===== src/rtl/game_event_generator_pkg.sv =====
// rtl/game_event_generator_pkg.sv - shared event bit indices and key_repeat state type
package game_event_generator_pkg;

  localparam int EVENT_KEY_UP    = 0;
  localparam int EVENT_KEY_DOWN  = 1;
  localparam int EVENT_KEY_RIGHT = 2;
  localparam int EVENT_KEY_LEFT  = 3;
  localparam int EVENT_KEY_SPACE = 4;
  localparam int EVENT_FALL      = 5;
  localparam int EVENT_LEN       = 6;
  localparam int NUM_KEYS        = 5;

  typedef enum logic [1:0] {
    KR_IDLE,
    KR_DELAY,
    KR_REPEAT
  } kr_state_e;

endpackage


===== src/rtl/game_event_generator_if.sv =====
// rtl/game_event_generator_if.sv - key/level inputs and event request/ack handshake
interface game_event_generator_if;
  import game_event_generator_pkg::*;

  logic                 enable;
  logic [1:0]           level;
  logic [NUM_KEYS-1:0]  key_held;
  logic [EVENT_LEN-1:0] event_received;
  logic [EVENT_LEN-1:0] event_out;

  modport master (
    input  enable,
    input  level,
    input  key_held,
    input  event_received,
    output event_out
  );

  modport slave (
    output enable,
    output level,
    output key_held,
    output event_received,
    input  event_out
  );

endinterface


===== src/rtl/game_event_generator_key_repeat.sv =====
// rtl/game_event_generator_key_repeat.sv - per-key press/auto-repeat trigger generator
module key_repeat
  import game_event_generator_pkg::*;
#(
  parameter int REPEAT_DELAY  = 610,
  parameter int REPEAT_PERIOD = 153,
  parameter int CNT_W         = 12
) (
  input  logic clk,
  input  logic rst,
  input  logic enable,
  input  logic press,
  input  logic held,
  output logic trig
);

  kr_state_e        state_q;
  logic [CNT_W-1:0] cnt_q;
  logic [CNT_W-1:0] limit;
  logic             at_limit;

  assign limit    = (state_q == KR_DELAY) ? CNT_W'(REPEAT_DELAY - 1) : CNT_W'(REPEAT_PERIOD - 1);
  assign at_limit = (cnt_q == limit);
  // Trigger is combinational so a press lands in event_out on the same edge it is sampled.
  assign trig     = enable & ((state_q == KR_IDLE) ? press : (held & at_limit));

  always_ff @(posedge clk or negedge rst) begin
    if (!rst) begin
      state_q <= KR_IDLE;
      cnt_q   <= '0;
    end else if (!enable || (state_q != KR_IDLE && !held)) begin
      state_q <= KR_IDLE;
      cnt_q   <= '0;
    end else begin
      case (state_q)
        KR_IDLE: begin
          if (press) begin
            state_q <= KR_DELAY;
            cnt_q   <= '0;
          end
        end
        KR_DELAY, KR_REPEAT: begin
          if (at_limit) begin
            state_q <= KR_REPEAT;
            cnt_q   <= '0;
          end else begin
            cnt_q <= cnt_q + CNT_W'(1);
          end
        end
        default: begin
          state_q <= KR_IDLE;
          cnt_q   <= '0;
        end
      endcase
    end
  end

endmodule


===== src/rtl/game_event_generator.sv =====
// rtl/game_event_generator.sv - key edge detect, gravity timer and sticky pending-event register
module game_event_generator
  import game_event_generator_pkg::*;
#(
  parameter int FALL_PERIOD_L0 = 3052,
  parameter int FALL_PERIOD_L1 = 1526,
  parameter int FALL_PERIOD_L2 = 763,
  parameter int FALL_PERIOD_L3 = 381,
  parameter int REPEAT_DELAY   = 610,
  parameter int REPEAT_PERIOD  = 153,
  parameter int CNT_W          = 12
) (
  input  logic                  clk,
  input  logic                  rst,
  game_event_generator_if.master evt
);

  localparam int REP_KEY [3] = '{EVENT_KEY_DOWN, EVENT_KEY_RIGHT, EVENT_KEY_LEFT};

  logic [NUM_KEYS-1:0]  key_prev_q;
  logic [NUM_KEYS-1:0]  press;
  logic [EVENT_LEN-1:0] event_out_q, event_out_d;
  logic [EVENT_LEN-1:0] trig;
  logic [CNT_W-1:0]     fcnt_q, fcnt_d;
  logic [CNT_W-1:0]     fall_last;
  logic [1:0]           level_q, level_d, level_ref;
  logic                 init_q;
  logic                 trig_fall;

  assign press = evt.key_held & ~key_prev_q;

  // Until the first edge after reset the tracked level follows the input, so no spurious change is seen.
  assign level_ref = init_q ? level_q : evt.level;

  always_comb begin
    fall_last = CNT_W'(FALL_PERIOD_L0 - 1);
    case (level_ref)
      2'd1:    fall_last = CNT_W'(FALL_PERIOD_L1 - 1);
      2'd2:    fall_last = CNT_W'(FALL_PERIOD_L2 - 1);
      2'd3:    fall_last = CNT_W'(FALL_PERIOD_L3 - 1);
      default: fall_last = CNT_W'(FALL_PERIOD_L0 - 1);
    endcase
  end

  always_comb begin
    fcnt_d    = fcnt_q;
    level_d   = level_ref;
    trig_fall = 1'b0;
    if (evt.enable) begin
      if (evt.level != level_ref) begin
        fcnt_d  = '0;
        level_d = evt.level;
      end else if (fcnt_q == fall_last) begin
        trig_fall = 1'b1;
        fcnt_d    = '0;
      end else begin
        fcnt_d = fcnt_q + CNT_W'(1);
      end
    end
  end

  for (genvar g = 0; g < 3; g++) begin : g_rep
    key_repeat #(
      .REPEAT_DELAY (REPEAT_DELAY),
      .REPEAT_PERIOD(REPEAT_PERIOD),
      .CNT_W        (CNT_W)
    ) u_key_repeat (
      .clk   (clk),
      .rst   (rst),
      .enable(evt.enable),
      .press (press[REP_KEY[g]]),
      .held  (evt.key_held[REP_KEY[g]]),
      .trig  (trig[REP_KEY[g]])
    );
  end

  assign trig[EVENT_KEY_UP]    = press[EVENT_KEY_UP] & evt.enable;
  assign trig[EVENT_KEY_SPACE] = press[EVENT_KEY_SPACE] & evt.enable;
  assign trig[EVENT_FALL]      = trig_fall;

  // A new trigger wins over an ack in the same cycle.
  assign event_out_d = (event_out_q & ~evt.event_received) | trig;
  assign evt.event_out = event_out_q;

  always_ff @(posedge clk or negedge rst) begin
    if (!rst) begin
      key_prev_q  <= '0;
      event_out_q <= '0;
      fcnt_q      <= '0;
      level_q     <= '0;
      init_q      <= 1'b0;
    end else begin
      key_prev_q  <= evt.key_held;
      event_out_q <= event_out_d;
      fcnt_q      <= fcnt_d;
      level_q     <= level_d;
      init_q      <= 1'b1;
    end
  end

endmodule


===== src/flat_wrapper.sv =====
// flat-port wrapper written by rule: the top's interface ports become plain ports
module game_event_generator_flat import game_event_generator_pkg::*;
#(
  parameter int FALL_PERIOD_L0 = 3052,
  parameter int FALL_PERIOD_L1 = 1526,
  parameter int FALL_PERIOD_L2 = 763,
  parameter int FALL_PERIOD_L3 = 381,
  parameter int REPEAT_DELAY   = 610,
  parameter int REPEAT_PERIOD  = 153,
  parameter int CNT_W          = 12
)
  (clk, rst, evt_enable, evt_level, evt_key_held, evt_event_received, evt_event_out);
  game_event_generator_if evt_i ();
  input  logic clk;
  input  logic rst;
  input wire logic [$bits(evt_i.enable)-1:0] evt_enable;
  input wire logic [$bits(evt_i.level)-1:0] evt_level;
  input wire logic [$bits(evt_i.key_held)-1:0] evt_key_held;
  input wire logic [$bits(evt_i.event_received)-1:0] evt_event_received;
  output wire logic [$bits(evt_i.event_out)-1:0] evt_event_out;
  assign evt_i.enable = evt_enable;
  assign evt_i.level = evt_level;
  assign evt_i.key_held = evt_key_held;
  assign evt_i.event_received = evt_event_received;
  assign evt_event_out = evt_i.event_out;
  game_event_generator #(.FALL_PERIOD_L0(FALL_PERIOD_L0), .FALL_PERIOD_L1(FALL_PERIOD_L1), .FALL_PERIOD_L2(FALL_PERIOD_L2), .FALL_PERIOD_L3(FALL_PERIOD_L3), .REPEAT_DELAY(REPEAT_DELAY), .REPEAT_PERIOD(REPEAT_PERIOD), .CNT_W(CNT_W)) u_core (.clk(clk), .rst(rst), .evt(evt_i));
endmodule

===== config.mk =====
export PLATFORM = sky130hd
export DESIGN_NAME = game_event_generator_flat
export DESIGN_NICKNAME = d
export VERILOG_FILES = /design/src/rtl/game_event_generator_pkg.sv /design/src/rtl/game_event_generator_if.sv /design/src/rtl/game_event_generator_key_repeat.sv /design/src/rtl/game_event_generator.sv /design/src/flat_wrapper.sv
export SDC_FILE = /design/constraint.sdc
export NUM_CORES = 1
export LEC_CHECK = 0
export BUFFER_PORTS_ARGS = -buffer_cell sky130_fd_sc_hd__buf_2
export CORE_UTILIZATION = 55
export DETAILED_ROUTE_END_ITERATION = 8
export PLACE_DENSITY = 0.83
export RECOVER_POWER = 100
export SETUP_SLACK_MARGIN = 0.2
export SLEW_MARGIN = 20
export SYNTH_ARGS = -nofsm -noshare
export SYNTH_HDL_FRONTEND = slang
export SYNTH_SLANG_ARGS = --single-unit

===== constraint.sdc =====
create_clock -name clk -period 4.1 [get_ports clk]
set_input_delay 0.41 -clock clk [delete_from_list [all_inputs] [get_ports clk]]
set_output_delay 0.41 -clock clk [all_outputs]
set_load 0.01 [all_outputs]

# [After elaboration in Yosys (flattened, before gate mapping)]
# Index checks and enable logic that the tools add are counted.
[word_totals] mem_count=0 regBits=68 ram_bits=0 latchBits=0 romBits=0
[classes] div_mod_pow=0 bitwise_logic=13 mux=39 magnitude_cmp=0 n_shift=0 n_reduce_logical=22 add_sub_neg=4 eq_ne=20 multipliers=0
[ops] operator="12-bit two-way mux" n=11
[ops] operator="12-bit one-hot mux with 2 select lines" n=3
[ops] operator="12-bit by 1-bit adder with 12-bit output (second input constant)" n=4
[ops] operator="12-bit by 10-bit == test with 1-bit output" n=3
[ops] operator="12-bit one-hot mux with 3 select lines" n=1
[ops] operator="10-bit two-way mux" n=3
[ops] operator="2-bit two-way mux" n=12
[ops] operator="12-bit == test" n=1
[ops] operator="2-bit one-hot mux with 2 select lines" n=3
[ops] operator="2-bit == test (second input constant)" n=5
[ops] operator="3-bit by 1-bit inequality test with 1-bit output (second input constant)" n=3
[ops] operator="3-bit inequality test (second input constant)" n=3
[ops] operator="1-bit bitwise AND" n=8
[ops] operator="2-bit by 1-bit == test with 1-bit output (second input constant)" n=4
[ops] operator="6-bit bitwise AND" n=1
[ops] operator="2-bit logical NOT" n=3
[ops] operator="1-bit two-way mux" n=6
[ops] operator="6-bit inverter" n=1
[ops] operator="6-bit OR" n=1
[ops] operator="2-bit AND reduction" n=3
[ops] operator="2-bit nonzero test" n=3
[ops] operator="2-bit OR reduction" n=3
[ops] operator="5-bit bitwise AND" n=1
[ops] operator="5-bit inverter" n=1
[ops] operator="4 further kinds" n=11

# [Depth between registers and ports, before layout]
# Gate-level depths: netlist of run 1.
[depth] ltp_word=8 depth_mapped=9 ltp_nobuf=8

# [Modules after synthesis]
# A second synthesis of run 1 with hierarchy kept.
[hier_totals] cells_unflattened=406 area_unflattened_um2=3888.7
[by_module_without_submodules] mod="key_repeat" area_per_inst_um2=833.3 instances=3 cells_each=88 seq_area_each_um2=350.3
[by_module_without_submodules] mod="game_event_generator" area_per_inst_um2=1388.8 instances=1 cells_each=142 seq_area_each_um2=650.6

# [Worst setup path after synthesis of run 1]
# OpenSTA, ideal clock, no wires.
[synth_timing] path_kind="reg2reg" start="register u_core.g_rep[1].u_key_repeat.state_q[0]" end="register u_core.g_rep[1].u_key_repeat.state_q[0]" synth_period_minus_slack_ns=2.381 stages_incl_launch_ff=7 path_buffers=0 slack_ns=1.719 t_arrival_ns=2.255 t_required_ns=3.973 path_cell_list="dfrtp_1 -> ha_1 -> or4b_1 -> or4_4 -> a211oi_4 -> or2_1 -> o2bb2a_1"
[synth_via] elab_chain_len=5 word_cells_on_any_way=14 cone_classes="5 x eq/ne; 3 x mux; 6 x reduce/logical"
[synth_rtl] element="start: declaration" line="game_event_generator_key_repeat.sv:17" source="kr_state_e state_q;"
[synth_rtl] element="start signal: assignment" line="game_event_generator_key_repeat.sv:29" source="state_q <= KR_IDLE;"
[synth_rtl] element="start signal: assignment" line="game_event_generator_key_repeat.sv:32" source="state_q <= KR_IDLE;"
[synth_rtl] element="start signal: assignment" line="game_event_generator_key_repeat.sv:38" source="state_q <= KR_DELAY;"
[synth_rtl] element="2-bit by 1-bit == test with 1-bit output / 2-bit nonzero test (equally long branches)" line="game_event_generator_key_repeat.sv:22, game_event_generator_key_repeat.sv:35, game_event_generator_key_repeat.sv:31"
[synth_rtl] element="10-bit two-way mux / 1-bit logical AND (equally long branches)" line="game_event_generator_key_repeat.sv:22, game_event_generator_key_repeat.sv:31"
[synth_rtl] element="12-bit by 10-bit == test with 1-bit output / 1-bit logical OR (equally long branches)" line="game_event_generator_key_repeat.sv:23, game_event_generator_key_repeat.sv:31"
[synth_rtl] element="3-bit inequality test (no line) / 3-bit by 1-bit inequality test with 1-bit output (equally long branches)"
[synth_rtl] element="2-bit AND reduction (no line)"
# Several ways; a longest one is shown, not always the timed one.
# A chain may end at the register's enable or synchronous reset.

# [Worst setup path in the final report of run 1]
# Same ends and word-level chain as after synthesis.

==> results of run 1 <==
final timing paths:
path | slack, ns | depth (start not counted) | to
max | 0.97 | 7 | u_core.g_rep[1].u_key_repeat.state_q[0]
min | 0.19 | 1 | u_core.key_prev_q[4]
max reg2reg | 0.97 | 7 | u_core.g_rep[1].u_key_repeat.state_q[0]
min reg2reg | 0.43 | 1 | u_core.evt.event_out[0]
max in group asynchronous | 2.21 | 2 | u_core.fcnt_q[11]
min in group asynchronous | 0.58 | 1 | u_core.g_rep[2].u_key_repeat.cnt_q[4]
synthesized netlist by cell type, drive strengths merged (8+ instances only):
master	count
nor2	28
nand2	46
o2bb2ai	11
mux2i	11
and3	14
o22ai	8
o21ai	27
xor2	12
a21oi	19
nand2b	11
nand3	21
dfrtp	68
inv	23
ha	10
layer usage:
metal | track usage (%) | vias to the layer above
li1 | - | 1485
met1 | 30.9 | 1459
met2 | 37.2 | 78
met3 | 5.74 | 12
met4 | 9.09 | 0
met5 | 0 | -
through the flow:
| stage | power (mW) | std cells | instance area, um2 | setup slack, ns | util (%) |
|---|---|---|---|---|---|
| 2_1_floorplan | 1.06 | 394 | 3710 | 1.72 | - |
| 3_3_place_gp | 1.15 | 484 | 3870 | 1.63 | 60.3 |
| 3_5_place_dp | 1.17 | 484 | 3870 | 1.49 | 60.3 |
| 4_1_cts | 1.67 | 498 | 4050 | 1.49 | 63.0 |
| 5_1_grt | 1.75 | 498 | 4010 | 0.835 | 62.4 |
| 6_report | 1.64 | 498 | 4010 | 0.973 | 62.4 |
layout make-up:
| type | count | area (um2) |
|---|---|---|
| clock buffer | 13 | 169 |
| clock inverter | 1 | 7.51 |
| fill | 548 | 2410 |
| inverter | 23 | 86.3 |
| multi-input combinational | 294 | 1850 |
| sequential | 68 | 1700 |
| tap | 77 | 96.3 |
| timing repair buffer | 22 | 97.6 |
sequential cells by signal, summed over array words and instances (netlist names):
name,count
u_core.g_rep.u_key_repeat.cnt_q,36
u_core.fcnt_q,12
u_core.evt.event_out,6
u_core.g_rep.u_key_repeat.state_q,6
u_core.key_prev_q,5
u_core.level_q,2
u_core.init_q,1
cell usage in the layout (no fill, tap or decap), types with 4 or more instances in the layout:
cell type,netlist,final
nand2b_1,11,11
nor4bb_1,4,4
o2bb2ai_1,11,11
o21ai_0,25,27
nand2_1,46,46
a21oi_1,19,19
mux2i_1,11,11
inv_1,23,23
buf_2,1,9
o22ai_1,8,8
clkbuf_1,7,13
nor3_1,4,4
dfrtp_1,68,68
nand3_1,21,21
clkbuf_8,0,12
nand4_1,4,4
nor2_1,27,28
or3_1,4,4
a31oi_1,4,4
and3_1,14,14
ha_1,10,10
xor2_1,12,12
power by group:
group          switching (mW)  internal, mW  leakage, nW
Sequential             0.0608         0.725        0.916
Combinational           0.233         0.128        0.688
Clock                   0.235         0.263       0.0876
kinds of logic after synthesis:
family	after synthesis
xor gates and xnor gates	14
muxes	13
other	1
buffers and inverters	32
and+or+nand+nor	162
AOI/OAI and AO/OA	94
adders and majority gates	10
DFF	68
==> metrics.md, run 1 <==
| Metric | Value |
|---|---|
| Run status | complete, but fails checks |
| Failing checks | DRC, capacitance limit, slew limit |
| Unique masters post-synth | 58 |
| Kind of path behind the tightest hold check | input port to flop |
| R2r startpoint | u_core.g_rep[1].u_key_repeat.state_q[0] |
| Row count | 29 |
| CP startpoint kind | flop |
| Initial Util | 57.7% |
| Hold_sp | evt_key_held[4] |
| Worst path arrival time | 3.41 ns |
| Routed wire per std cell | 15.0 um |
| Initial antenna violation count | 0 |
| Largest family of logic cells by synthesized area | simple AND/OR/NAND/NOR gates |
| Minimum clock period after layout | 3.13 ns |
| Peak VDD IR | 0.000226 V |
| Maximum fanout along the worst path | 5 |
| Hold_buf cts | 0 |
| Compound-Gate Fraction of Synth Area | 17.0% |
| Vias per cell | 6.09 |
| Top_reg_cell synth | dfrtp_1 |
| Global-route wire length before repair | 13000 um |
| Resize count post-CTS | 0 |
| WP data required | 4.38 ns |
| WL met3 | 349 um |
| Slew margin rel. | -26.6% |
| Mapped Cells | 394 |
| FF+latch count, synth | 68 |
| DRT Wirelength | 7480 um |
| Final hold vios | 0 |
| Met1 WL | 3450 um |
| Via Count | 3034 |
| Setup Viol. Count Final | 0 |
| Most used cell, CP | nor2_1 |
| Ant. Diodes | 0 |
| Remaining DRCs | 4 |
| Cell Chain, Critical Path | ha_1 -> or4b_1 -> or4_2 -> a211oi_1 -> nor2_1 -> nor2_1 -> o2bb2a_1 |
| Slew Viols, Final | 37 |
| # port buffers | 21 |
| Chip width | 84.1 um |
| Post-CTS setup buffer count | 0 |
| Mux share of post-synthesis cell area | 3.58% |
| Largest net degree at the start of global routing | 37 |
| Hold_ws | 0.195 ns |
| Tcrit/Tclk final | 76.3% |
| Top cell type's share of synthesized area | 45.9% |
| Clk buf depth | 2 |
| Gpl congestion | 0.909 |
| Top sig layer | met4 |
| Count of warnings emitted by yosys | 0 |
| Worst setup startpoint | u_core.g_rep[1].u_key_repeat.state_q[0] |
| Core area | 6420 um2 |
| Post-Synth Adder-Cell Area | 3.38% |
| Buf/Inv on CP | 0 |
| RSZ-0062 raised after global routing | no |
| CTS tree | yes |
| CP endpoint kind | flop |
| Max-capacitance violation count | 1 |
| Clk Latency, worst-skew pair | 0.35 ns |
| Vias in the first global route | 2868 |
| Post-synth ARST share | 100% |
| Root Driver | clkbuf_8 |
| XOR/XNOR share of the synthesized area | 3.31% |
| Tot GR Track Use | 23.4% |
| Synth Area in Simple Gates | 23.3% |
| Leakage | 1.69 nW |
| Hpwl dp | 5150 um |
| Final Skew | 0.00779 ns |
| Slew @ Worst Pin | 1.90 ns |
| DRT Pass-1 Iters | 6 |
| Number of flops mapped to enable cells by yosys | 0 |
| Max frequency | 320 MHz |
| Syn Nets | 420 |
| Yosys top cell by area | dfrtp_1 |
| Share of cells above drive strength 1 | 7.13% |
| Area contributors post-synth | dfrtp_1 (46%), nand2_1 (4.7%), ha_1 (3.4%), o21ai_0 (3.4%), mux2i_1 (3.0%) |
| Post-Syn Area | 3710 um2 |
| Mean Syn Cell Area | 9.41 um2 |
| CTS sink count | 68 |
| Nets | 444 |
| CTS clk-pin slew, worst paths | 0.07 ns |
| Setup TNS Final | 0 ns |
| CP top delay family | simple AND/OR/NAND/NOR gates |
| GR Overflow Total | 0 |
| Max H-tree Level | 3 |
| Die H | 84.1 um |
| ANT nets after route | 0 |
| Sequential-to-total area share from yosys stat | 45.9% |
| Area Overhead vs Synth | 8.20% |
| Die Area | 7070 um2 |
| Wire length on met2 | 3540 um |
| Ports | 22 |
| P per Cell Area | 410 nW/um2 |
| DR iter-0 viols | 149 |
| Crit path largest cell delay | 0.62 ns |
| Critical Path Slowest Stage Cell | or4_2 |
| TritonCTS buffer count | 9 |
| Crit Path Category | flop to flop |
(Power assumes the default switching activity.)
==> inputs of run 2 (changes only) <==
- ABC_AREA: default -> 1
- clock period: 4.1 -> 3.19 ns (I/O delays scaled with it)
==> metrics.md, run 2 <==
| Metric | Value |
|---|---|
| Kind of path behind the tightest hold check | input port to flop |
| Nets | 629 |
| Max H-tree Level | 3 |
| ANT nets after route | 0 |
| Gpl congestion | 0.881 |
| Global-route wire length before repair | 14600 um |
| Root Driver | clkbuf_8 |
| Minimum clock period after layout | 2.30 ns |
| Tot GR Track Use | 24.2% |
| Vias in the first global route | 3464 |
| Mapped Cells | 578 |
| Setup TNS Final | 0 ns |
| R2r startpoint | u_core.key_prev_q[3] |
| Row count | 30 |
| Area Overhead vs Synth | 8.50% |
| Most used cell, CP | nor2_1 |
| Commonest non-fill, non-tap cells in the layout | nand2_1 (180), inv_1 (85), nor2_1 (72) |
| RSZ-0062 raised after global routing | no |
| Seq pwr share | 44.0% |
| Sequential-to-total area share from yosys stat | 41.9% |
| Top-count cell post-synth | nand2_1 |
| Sw Share | 35.1% |
| Syn Nets | 604 |
| Failing checks | capacitance limit, slew limit |
| Resize count post-CTS | 0 |
| Count of warnings emitted by yosys | 0 |
| Worst path arrival time | 2.53 ns |
| GR Overflow Total | 0 |
| Mean Syn Cell Area | 7.03 um2 |
| Maximum fanout along the worst path | 14 |
| Initial antenna violation count | 0 |
| Leakage | 2.23 nW |
| Hpwl dp | 5940 um |
| DRT Pass-1 Iters | 5 |
| Initial Util | 58.2% |
| # port buffers | 21 |
| Via Count | 3662 |
| Comb pwr share | 23.4% |
| Die Area | 7730 um2 |
| Unique masters post-synth | 31 |
| Clk Latency, worst-skew pair | 0.35 ns |
| FF+latch count, synth | 68 |
| Setup Viol. Count Final | 0 |
| Hold_sp | evt_key_held[0] |
| Share of cells above drive strength 1 | 6.74% |
| CP endpoint kind | flop |
| Max frequency | 434 MHz |
| Final Skew | 0.0149 ns |
| Worst setup startpoint | u_core.key_prev_q[3] |
| Tcrit/Tclk final | 72.2% |
| Cell Chain, Critical Path | o21ai_0 -> nand3_1 -> nor2_1 -> xor2_1 -> nor2_1 |
| Largest net degree at the start of global routing | 69 |
| Area contributors post-synth | dfrtp_1 (42%), nand2_1 (16%), inv_1 (7.7%), nor2_1 (6.7%), nand3_1 (5.5%) |
| Crit path largest cell delay | 1.05 ns |
| R2r setup slk | 0.89 ns |
| Post-Syn Area | 4060 um2 |
| Clk buf depth | 2 |
| Peak VDD IR | 0.000360 V |
| P per Cell Area | 514 nW/um2 |
| Hold_buf cts | 0 |
| Final hold vios | 0 |
| CP startpoint kind | flop |
| Post-CTS setup buffer count | 0 |
| Core area | 6980 um2 |
| Number of flops mapped to enable cells by yosys | 0 |
| Yosys top cell by area | dfrtp_1 |
| Die H | 87.9 um |
| CTS clk-pin slew, worst paths | 0.09 ns |
| Post-synth top cells | nand2_1 (176), inv_1 (83), nor2_1 (72), dfrtp_1 (68), nand3_1 (45) |
| Routed wire per std cell | 11.9 um |
| TritonCTS buffer count | 9 |
| Ports | 22 |
| Reg2reg end | u_core.g_rep[2].u_key_repeat.cnt_q[7] |
| WHS Path Cells | 1 |
| Slew @ Worst Pin | 1.60 ns |
| Tot Pwr | 2.27 mW |
| Remaining DRCs | 0 |
| Worst reg-to-reg path cell count | 5 |
| WP data required | 3.41 ns |
| Crit Path Category | flop to flop |
| CTS tree | yes |
| Ant. Diodes | 0 |
| Clock Power Share | 32.6% |
| Most common cell after layout, fill and taps aside | nand2_1 |
| Chip width | 87.9 um |
| Run status | complete, but fails checks |
| Vias per cell | 5.20 |
| Top cell type's share of synthesized area | 41.9% |
| Hold_ws | 0.104 ns |
| Post-synth ARST share | 100% |
| Max-capacitance violation count | 1 |
| Top_reg_cell synth | dfrtp_1 |
| DRT Wirelength | 8400 um |
| Slew Viols, Final | 69 |
| NetSw | 0.796 mW |
| Critical Path Slowest Stage Cell | o21ai_0 |
| Cell Int Power | 1.47 mW |
| Biggest register | u_core.g_rep.u_key_repeat.cnt_q |
| CTS sink count | 68 |
| DR iter-0 viols | 229 |
| Crit path to | u_core.g_rep[2].u_key_repeat.cnt_q[7] |
| Max reg flops | 36 |
| Top Registers | u_core.g_rep.u_key_repeat.cnt_q: 36 flops, u_core.fcnt_q: 12 flops |
| Slew margin rel. | -6.76% |
==> run 2: power groups by stage <==
stage                     Combinational, mW  Sequential [mW]  Clock [mW]
after floorplan                       0.411             1.01           0
after global placement                0.518             1.01           0
after detailed placement              0.542             1.01           0
after CTS                             0.545            0.996       0.755
after global routing                  0.617             1.01       0.791
final                                 0.532            0.997       0.739
==> run 2: routing by layer <==
metal  GRT usage (%)  vias up  wire length (um)
li1                -     1859                 -
met1            30.4     1677              3870
met2            40.1      112              3990
met3            6.13       14               429
met4            9.54        0               109
met5               0        -                 0
==> run 2: through the flow <==
step	setup WS [ns]	area, um2	util, %	instances
final	0.885	4410	63.1	704
after global routing	0.586	4410	63.1	704
after CTS	1.32	4440	63.7	704
after floorplan	1.67	4060	-	578
after detailed placement	1.33	4240	60.7	688
after global placement	1.45	4240	60.7	688
==> run 2: how the worst min path moves through the flow <==
stage                              end  slack, ns
4_1_cts           u_core.key_prev_q[0]       0.09
3_5_place_dp      u_core.key_prev_q[4]       0.44
2_1_floorplan  u_core.evt.event_out[0]       0.02
3_3_place_gp      u_core.key_prev_q[4]       0.44
6_report          u_core.key_prev_q[0]       0.10
5_1_grt           u_core.key_prev_q[0]       0.09
==> run 2: logic make-up (layout without fill, tap and decap cells) <==
family	count (synthesis)	after routing	share of synthesized area, %
flops	68	68	41.9
xor+xnor	20	20	4.31
compound gates	52	52	7.15
simple gates	331	331	34.0
buf+inv	96	126	9.49
other cells	1	1	0.0923
fa+ha+maj	10	10	3.08
==> run 2: critical path: cells and delay by family, from the launching register on <==
| kind | cells | cell delay (ns) |
|---|---|---|
| AO/OA/AOI/OAI | 1 | 1.05 |
| AND/OR/NAND/NOR | 3 | 0.55 |
| flip-flops | 1 | 0.42 |
| XOR/XNOR | 1 | 0.16 |
==> run 2: layout make-up <==
class,count,area (um2)
fill,625,2570
multi-input combinational,414,1960
sequential,68,1700
inverter,88,330
clock buffer,9,124
tap,96,120
timing repair buffer,22,95.1
clock inverter,7,80.1
==> inputs of run 3 (changes only) <==
- ABC_AREA: 1 -> 0
- PLACE_DENSITY: 0.83 -> 0.86
- clock period: 3.19 -> 2 ns (I/O delays scaled with it)
==> metrics.md, run 3 (synthesized netlist as in run 1, its figures left out) <==
| Metric | Value |
|---|---|
| Nets | 510 |
| Ant. Diodes | 0 |
| Core area | 6420 um2 |
| Crit Path Category | flop to flop |
| Max reg flops | 36 |
| Vias per cell | 6.38 |
| Initial antenna violation count | 0 |
| Pre-CTS WS | -0.307 ns |
| Comb pwr share | 33.6% |
| Die Area | 7070 um2 |
| CTS tree | yes |
| Failing checks | DRC, setup timing |
| Seq pwr share | 39.1% |
| Clk buf depth | 2 |
| Multi-input logic area | 2220 um2 |
| Final Skew | 0.0102 ns |
| RSZ-0062 raised after global routing | yes |
| Vias in the first global route | 3583 |
| Ports | 22 |
| Run status | complete, but fails checks |
| DR iter-0 viols | 322 |
| Commonest non-fill, non-tap cells in the layout | dfrtp_1 (66), buf_4 (48), nand2_1 (41) |
| Slew @ Worst Pin | 0.911 ns |
| Top Registers | u_core.g_rep.u_key_repeat.cnt_q: 36 flops, u_core.fcnt_q: 12 flops |
| Clock Power Share | 27.3% |
| Max H-tree Level | 3 |
| Sw Share | 35.3% |
| Area Overhead vs Synth | 33.2% |
| Worst path arrival time | 2.61 ns |
| Chip width | 84.1 um |
| CTS sink count | 68 |
| Die H | 84.1 um |
| Slew margin rel. | 39.2% |
| Leakage | 2.11 nW |
| CTS clk-pin slew, worst paths | 0.07 ns |
| DRT Pass-1 Iters | 7 |
| Row count | 29 |
| Cell Int Power | 2.63 mW |
| WHS Path Cells | 2 |
| Global-route wire length before repair | 16800 um |
| GR Overflow Total | 0 |
| Biggest register | u_core.g_rep.u_key_repeat.cnt_q |
| CP startpoint kind | flop |
| WP data required | 2.23 ns |
| Tcrit/Tclk final | 119% |
| Remaining DRCs | 2 |
| Slew Viols, Final | 0 |
| Hold_ws | 0.00943 ns |
| Setup Viol. Count Final | 48 |
| P per Cell Area | 824 nW/um2 |
| Kind of path behind the tightest hold check | input port to flop |
| # fillers | 389 |
| Peak VDD IR | 0.000569 V |
| Worst reg-to-reg path cell count | 8 |
| Initial Util | 57.7% |
| ANT nets after route | 0 |
| Share of cells above drive strength 1 | 32.9% |
| # port buffers | 21 |
| NetSw | 1.44 mW |
| Worst setup margin | -0.379 ns |
| CP endpoint kind | flop |
| Clk Latency, worst-skew pair | 0.37 ns |
| Root Driver | clkbuf_8 |
| Max frequency | 420 MHz |
| Gpl congestion | 0.914 |
| Final hold vios | 0 |
| Routed wire per std cell | 18.4 um |
| Max-capacitance violation count | 0 |
| Largest net degree at the start of global routing | 69 |
| Register area | 1700 um2 |
| Tot GR Track Use | 30.4% |
| Placed cell count | 528 |
| Maximum fanout along the worst path | 5 |
| Via Count | 3610 |
| Most common cell after layout, fill and taps aside | dfrtp_1 |
| Minimum clock period after layout | 2.38 ns |
| TritonCTS buffer count | 9 |
| Hpwl dp | 6170 um |
| DRT Wirelength | 10400 um |
| Final Non-Filler Cells | 566 |
## run 3: changes by cell type in the layout (fill, tap and decap cells not counted), moves of 11 or more
cell      change
nand2_1     -139
inv_1        -63
nor2_1       -52
buf_4        +48
nand3_1      -26
o21ai_0      -20
and3_1       +13
o21ai_2      +13
buf_6        +11
mux2i_1      +11
nand2b_1     +11
## run 3: timing repair
action,CTS,global route
gates cloned,1,0
pin swaps,32,23
hold buffers,5,0
setup endpoints to repair,57,58
hold endpoints to repair,72,0
resized for setup,58,29
buffers inserted,13,3
## run 3: path summary, 6_finish.rpt
check	from	endpoint	slack [ns]
worst min register to register	u_core.key_prev_q[0]	u_core.evt.event_out[0]	0.44
worst min-delay path	evt_event_received[4]	u_core.evt.event_out[4]	0.009
max in group asynchronous	rst	u_core.init_q	0.76
min in group asynchronous	rst	u_core.g_rep[0].u_key_repeat.cnt_q[0]	0.59
worst max register to register	u_core.g_rep[1].u_key_repeat.state_q[0]	u_core.g_rep[1].u_key_repeat.cnt_q[10]	-0.38
worst max-delay path	u_core.g_rep[1].u_key_repeat.state_q[0]	u_core.g_rep[1].u_key_repeat.cnt_q[10]	-0.38
## run 3: power by group through the flow
stage	Combinational, mW	Clock [mW]	Sequential (mW)
finish	1.37	1.11	1.59
global route	1.47	1.16	1.60
CTS	1.26	1.11	1.58
detailed placement	1.04	0	1.60
global placement	0.986	0	1.60
floorplan	0.645	0	1.61
## run 3: critical path: stages (launching register included)
cell,delay [ns]
dfrtp_1,0.42
ha_4,0.17
or4b_1,0.45
or4_4,0.44
a211oi_4,0.28
buf_6,0.15
nor2_4,0.05
a21oi_2,0.17
o22ai_1,0.11
## run 3: layout make-up
type | count | share of cell area, %
Multi-Input combinational cell | 295 | 44.9
Clock buffer | 13 | 3.42
Sequential cell | 68 | 34.5
Timing Repair Buffer | 87 | 13.0
Clock inverter | 3 | 0.405
Inverter | 23 | 1.75
Tap cell | 77 | 1.95
## run 3: stage by stage
stage / cell area [um2] / total power, mW / utilization [%] / TNS (ns)
global placement: 4310 / 2.59 / 67.0 / -4.64
finish: 4940 / 4.07 / 76.9 / -8.43
CTS: 4840 / 3.95 / 75.4 / -6.18
detailed placement: 4310 / 2.64 / 67.0 / -6.88
floorplan: 3800 / 2.26 / - / -2.47
global route: 4940 / 4.24 / 76.9 / -12.61
## run 3: per-layer routing
| layer | part of all wire [%] | wire length [um] | track usage, % |
|---|---|---|---|
| met1 | 42 | 4330 | 38.4 |
| met2 | 49 | 5120 | 49.3 |
| met5 | 0 | 0 | 0 |
| met3 | 6.0 | 626 | 5.24 |
| met4 | 3.3 | 344 | 17.4 |
